File: src/rtl/rom_bus_arbiter.sv
// rom_bus_arbiter: shares the CPU's 4-bit ROM/RAM bus with a host read port.
// The host is granted only at CPU instruction boundaries (end of subcycle 7).
// While the host owns the bus the CPU is frozen through cpu_run_en, and the
// arbiter runs one bus cycle with the CPU's own subcycle timing.
// Optional macro ROM_BUS_ARB_STARVE_GUARD_EN limits back-to-back host
// transactions to MAX_HOST_BURST before the CPU must run one instruction.
//
// state  | meaning
// RUN    | CPU owns the bus, pins follow the CPU
// H_SYNC | host cycle, sync pulse clock
// H_SUB  | host cycle, subcycles h = 0..7 (A1 A2 A3 M1 M2 idle idle idle)

module rom_bus_arbiter #(
    parameter int MAX_HOST_BURST = 4
) (
    input  logic        clock,
    input  logic        reset,
    input  logic [2:0]  cpu_cycle,
    input  logic        cpu_sync,
    input  logic        cpu_rom_cmd,
    input  logic [3:0]  cpu_data_out,
    input  logic        cpu_data_oe,
    output logic        cpu_run_en,
    input  logic [3:0]  bus_data_in,
    output logic [3:0]  bus_data_out,
    output logic        bus_data_oe,
    output logic        bus_sync,
    output logic        bus_rom_cmd,
    input  logic        req_valid,
    output logic        req_ready,
    input  logic [11:0] req_addr,
    output logic        rsp_valid,
    output logic [7:0]  rsp_data
);

    typedef enum logic [1:0] {
        RUN    = 2'd0,
        H_SYNC = 2'd1,
        H_SUB  = 2'd2
    } state_t;

    state_t      state;
    state_t      state_nxt;
    logic [2:0]  h;
    logic [2:0]  h_nxt;
    logic [11:0] addr;
    logic        guard_ok;
    logic        accept;

    assign accept = req_valid && req_ready;

`ifdef ROM_BUS_ARB_STARVE_GUARD_EN
    localparam int BW = $clog2(MAX_HOST_BURST + 1);
    logic [BW-1:0] burst_cnt;

    // Count consecutive host grants; a CPU instruction start clears the count.
    always_ff @(posedge clock or negedge reset) begin
        if (!reset) begin
            burst_cnt <= '0;
        end else if (accept) begin
            burst_cnt <= burst_cnt + BW'(1);
        end else if (state == RUN && cpu_run_en && cpu_cycle == 3'd0) begin
            burst_cnt <= '0;
        end
    end

    assign guard_ok = (32'(burst_cnt) < 32'(MAX_HOST_BURST));
`else
    assign guard_ok = 1'b1;
`endif

    // State, subcycle counter, latched address and response capture.
    always_ff @(posedge clock or negedge reset) begin
        if (!reset) begin
            state     <= RUN;
            h         <= 3'd0;
            addr      <= 12'h000;
            rsp_valid <= 1'b0;
            rsp_data  <= 8'h00;
        end else begin
            state     <= state_nxt;
            h         <= h_nxt;
            rsp_valid <= (state == H_SUB) && (h == 3'd7);
            if (accept) begin
                addr <= req_addr;
            end
            if (state == H_SUB && h == 3'd3) begin
                rsp_data[7:4] <= bus_data_in;
            end
            if (state == H_SUB && h == 3'd4) begin
                rsp_data[3:0] <= bus_data_in;
            end
        end
    end

    // Next-state logic, bus pin mux and CPU clock enable.
    always_comb begin
        state_nxt    = state;
        h_nxt        = h;
        cpu_run_en   = 1'b0;
        req_ready    = 1'b0;
        bus_sync     = 1'b0;
        bus_rom_cmd  = 1'b1;
        bus_data_out = 4'h0;
        bus_data_oe  = 1'b0;
        case (state)
            RUN: begin
                bus_sync     = cpu_sync;
                bus_rom_cmd  = cpu_rom_cmd;
                bus_data_out = cpu_data_out;
                bus_data_oe  = cpu_data_oe;
                req_ready    = (cpu_cycle == 3'd7) && guard_ok;
                // Freezing at cycle 7 consumes no CPU edge, so it resumes cleanly.
                cpu_run_en   = !(req_valid && req_ready);
                if (req_valid && req_ready) begin
                    state_nxt = H_SYNC;
                end
            end
            H_SYNC: begin
                bus_sync  = 1'b1;
                state_nxt = H_SUB;
                h_nxt     = 3'd0;
            end
            H_SUB: begin
                case (h)
                    3'd0: begin
                        bus_data_out = addr[3:0];
                        bus_data_oe  = 1'b1;
                    end
                    3'd1: begin
                        bus_data_out = addr[7:4];
                        bus_data_oe  = 1'b1;
                    end
                    3'd2: begin
                        bus_data_out = addr[11:8];
                        bus_data_oe  = 1'b1;
                        bus_rom_cmd  = 1'b0;
                    end
                    default: begin
                        bus_data_out = 4'h0;
                        bus_data_oe  = 1'b0;
                    end
                endcase
                if (h == 3'd7) begin
                    req_ready = guard_ok;
                    if (req_valid && guard_ok) begin
                        state_nxt = H_SYNC;
                    end else begin
                        state_nxt = RUN;
                    end
                end else begin
                    h_nxt = h + 3'd1;
                end
            end
            default: begin
                state_nxt = RUN;
                h_nxt     = 3'd0;
            end
        endcase
    end

endmodule
File: config.mk
export PLATFORM = sky130hd
export DESIGN_NAME = rom_bus_arbiter
export DESIGN_NICKNAME = d
export VERILOG_FILES = /design/src/rtl/rom_bus_arbiter.sv
export SDC_FILE = /design/constraint.sdc
export NUM_CORES = 1
export LEC_CHECK = 0
export ABC_CLOCK_PERIOD_IN_PS = 3800
export CORE_MARGIN = 3
export CORE_UTILIZATION = 45
export CTS_BUF_LIST = sky130_fd_sc_hd__clkbuf_4
export DETAILED_ROUTE_END_ITERATION = 8
export PLACE_DENSITY = 0.83
export SYNTH_ARGS = -nofsm -noshare
export SYNTH_HDL_FRONTEND = slang
export SYNTH_SLANG_ARGS = --single-unit
export TNS_END_PERCENT = 5
File: constraint.sdc
create_clock -name clock -period 3.8 [get_ports clock]
set_input_delay 0.76 -clock clock [delete_from_list [all_inputs] [get_ports clock]]
set_output_delay 0.76 -clock clock [all_outputs]
set_load 0.01 [all_outputs]
## After elaboration in Yosys (flattened, before gate mapping)

Cells that the tools add are included.

- Add/subtract/negate cells: 1
- Equality and inequality tests: 11
- Multiplexer cells: 16
- Bitwise logic cells: 1
- Reductions and logical operators: 11

Operator list:

| cell | count |
|---|---|
| $pmux 4 s3 | 1 |
| $eq 3x3->1 const B | 3 |
| $pmux 1 s2 | 4 |
| $pmux 4 s2 | 1 |
| $eq 3x2->1 const B | 2 |
| $pmux 2 s3 | 1 |
| $pmux 3 s2 | 1 |
| $logic_and 1x1->1 | 5 |
| $mux 1 | 5 |
| $mux 2 | 2 |
| $ne 2x2->1 const B | 2 |
| $reduce_and 2->1 | 2 |
| $add 3x1->3 const B | 1 |
| $eq 3x1->1 const B | 1 |
| $logic_not 3->1 | 1 |
| $mux 3 | 1 |
| $reduce_or 3->1 | 1 |
| $eq 2x1->1 const B | 1 |
| $eq 2x2->1 const B | 1 |
| $logic_not 2->1 | 1 |
| $ne 2x1->1 const B | 1 |
| $logic_not 1->1 | 1 |
| $not 1->1 | 1 |

- Register bits after elaboration: 26
- Output and inout port bits: 18

## Depth between registers and ports, before layout

Gate-level depths: netlist of the first run.

- Depth in word-level cells: 4
- Depth in mapped cells: 6
- Mapped depth without buffers: 5

## Worst setup path before layout of the first run

OpenSTA, ideal clock, no wires.

- Path kind: register to output
- Start: register h[0]
- End: output port bus_data_out[0]
- Arrival time: 1.524 ns
- Required time: 3.040 ns
- Setup slack: 1.516 ns
- Cell stages (with the launch flop): 5
- Path through: dfrtp_1 inv_1 ha_1 o311ai_0 o21ai_0

- Word-level cells in the longest chain between the ends: 3
- Elaborated cells between the ends (all ways): 5
- Those cells by class: 2 x eq/ne; 2 x mux; 1 x reduce/logical

Ends and longest elaborated chain:

| what | line | source |
|---|---|---|
| from (decl) | 44 | `logic [2:0] h;` |
| from (signal assigned) | 82 | `h <= h_nxt;` |
| $eq 3x2->1, or another cell as far along | 125 | `case (h)` |
| $pmux 4 s3 * | 125 |  |
| $pmux 4 s2 * | 106 | `case (state)` |
| to (decl) | 25 | `output logic [3:0] bus_data_out,` |

Mark *: on every way between the ends. The rest lies on a longest branch, timed or not.

## Worst setup path after layout of the first run

Ends and elaborated chain as after synthesis.

==> results of run 1 <==
-- worst paths after layout --
| check | startpoint | to | slack (ns) |
|---|---|---|---|
| max | h[0] | bus_data_out[0] | 0.35 |
| min reg2reg | rsp_data[3] | rsp_data[3] | 0.52 |
| min | rsp_data[3] | rsp_data[3] | 0.52 |
| max in group asynchronous | reset | rsp_data[0] | 2.11 |
| min in group asynchronous | reset | addr[5] | 1.02 |
| max reg2reg | h[0] | addr[6] | 1.84 |
-- through the flow --
step | utilization [%] | setup WS, ns
after floorplan | - | 1.516
after global placement | 68.21 | 0.8862
after detailed placement | 68.21 | 0.7925
after CTS | 70.24 | 0.3830
after global routing | 70.24 | 0.1423
final | 70.24 | 0.3499
-- cell type report --
class	instances	share of cell area, %
clock buffer	3	1.238
inverter	5	1.032
clock inverter	1	1.651
timing repair buffer	46	25.31
sequential	26	35.76
multi-input combinational	66	32.94
tap	30	2.063
-- kinds of logic (layout without fill, tap and decap cells) --
logic type / count (synthesis) / in the layout
flops: 26 / 26
simple gates: 23 / 23
mux: 21 / 21
compound gates: 15 / 15
buf+inv: 7 / 55
fa+ha+maj: 6 / 6
xor+xnor: 1 / 1
-- where the power goes --
group          switching, mW  internal [mW]  leakage [nW]
sequential            0.0993          0.407         0.314
clock                 0.0801          0.107        0.0279
combinational          0.231          0.358         0.458
total                  0.410          0.871         0.800
-- flip-flops by register name, summed over array words and instances, names as in the netlist --
signal	flops
rsp_valid	1
state	2
rsp_data	8
addr	12
h	3
-- layer usage --
layer	global-route usage [%]	wire, µm
met4	6.472	51
met5	0	0
met2	31.05	1522
met1	23.93	1251
met3	2.179	115
-- cell usage after synthesis, drive strengths merged --
master	count
and2b	1
nand2	9
inv	5
buf	2
mux2i	1
dfrtp	26
a41oi	1
a211oi	1
a21oi	2
mux2	20
and2	1
nand3	1
or2b	1
nand2b	1
o311ai	1
nand4b	1
nor2b	1
nor2	6
nand3b	1
xnor2	1
a222oi	4
o21ai	6
ha	6
-- placed cells by master (no fill, tap or decap), drive strengths merged, types with 2 or more instances in the layout --
cell type / n
clkdlybuf4s50: 46
o21ai: 6
dfrtp: 26
a21oi: 2
inv: 5
ha: 6
nor2: 6
a222oi: 4
mux2: 20
nand2: 9
clkbuf: 3
==> impl_metrics.ini, run 1 <==
[routing]
vias_per_cell = 5.362
drtPass1Iterations = 5
drtIter0Drc = 29
wirelength_mm = 2.941
ant_nets = 0
wire_per_inst_um = 16.62
route.detailed.drc = 0
dr_total_vias = 949

[place]
hpwl_mm = 2.295
gp_congestion = 0.9039
place_area_um2 = 1767
dpl.cell_count = 173
port-buffer-count = 46

[grt]
grt_pass1_wl_mm = 4.899
first_global_vias = 1048
grt_use_total_pct = 18.31
gr-total-overflow = 0
antenna_found_initial = 0
grt_max_degree = 27

[worst_setup_path]
startpoint_type = flop
end_kind = primary output
critical_path_depth = 5
slowest_stage = o311ai_0
critical_path_arrival_ns = 2.69
cp_data_required_time_ns = 3.04
crit_path_max_incr_delay_ns = 0.78
path_cells = inv_1 -> ha_1 -> o311ai_0 -> o21ai_0 -> clkdlybuf4s50_1
rr_worst_depth = 5
path_buf_inv = 2
crit_fanout = 6
crit_family = compound AO/OA/AOI/OAI gates
worst-setup-path-type = flop to primary output

[synthesis]
synth.area.top_cells = dfrtp_1 (51%), mux2_4 (11%), mux2_2 (9.6%)
ys_ff_latch = 26
syn_nets = 134
synth_top_family_by_area = multiplexers
syn_area_um2 = 1285
synthSimpleGateAreaFrac_pct = 10.13
synthMuxAreaShare_pct = 20.93
yosys_warnings = 0
ys_seq_area_share_pct = 50.63
synth_fa_ha_area_share_pct = 5.842
synth-compound-area-share_pct = 9.056
synth_xor_area_share_pct = 0.6816
yosysTopAreaCell = dfrtp_1
synthCells = 99
synth.distinct_cells = 27
synth_top_area_share_pct = 50.63
syn-mean-instance-area_um2 = 12.98

[floorplan]
dieArea_um2 = 3533
coreArea_um2 = 2590
io_pins = 47
start_util_pct = 49.61
rows = 18
dieHeight_um = 59.44
die_w_um = 59.44

[sta]
finClkSkew_ns = 0.003420
slew_headroom_pct = 24.92
fin_crit_sh_pct = 90.79
slew_violations = 0
min_period_ns = 3.450
finalSetupTns_ns = 0
setup_viol = 0
hold_violations = 0
max_freq_ghz = 0.2899
tightest_slew_ns = 1.123
rsz0062_at_grt = no
hold_ws_ns = 0.5229

[power]
total_power_mw = 1.281
irDropWorstVdd_mv = 0.4807
p_leak_nw = 0.7997
p_per_area_nw_per_um2 = 704.4

[cts]
cts_buffers = 3
clkTransAtPathRegs_ns = 0.13
post_cts_resize_count = 0
clock-sinks = 26
cts_buffer_depth = 2
root_buffer = clkbuf_4
holdBufCountCts = 0
htreeDepth = 1
cts_setup_buffers = 0
clkLatencyLatePin_ns = 0.32
cts_tree = built

[job]
cap_viol_max_count = 0

[finish]
diodes = 0
fin_nets = 183
multi_input_area_um2 = 599.3
stdcell_count = 177
fillerInstances = 189
drive_above_1_share_pct = 19.05
area_delta_synth_final_pct = 41.58
stdcell_area_um2 = 1819
regArea_um2 = 650.6

[worst_hold_path]
hold_class = flop to flop
worstHoldPathCells = 1

[run_status]
status = finished, final reports clean
Power figures use the tool's default switching activity.
==> run 2, diff against run 1 <==
- TNS_END_PERCENT: 5 -> 30
==> results of run 2 <==
No change in the layout: final DEF, timing and power equal those of run 1.
==> run 3, diff against run 2 <==
- ABC_CLOCK_PERIOD_IN_PS: 3800 -> default
- CTS_BUF_LIST: sky130_fd_sc_hd__clkbuf_4 -> sky130_fd_sc_hd__clkbuf_4 sky130_fd_sc_hd__clkbuf_8
==> results of run 3 <==
No change in the layout: final DEF, timing and power equal those of run 1.
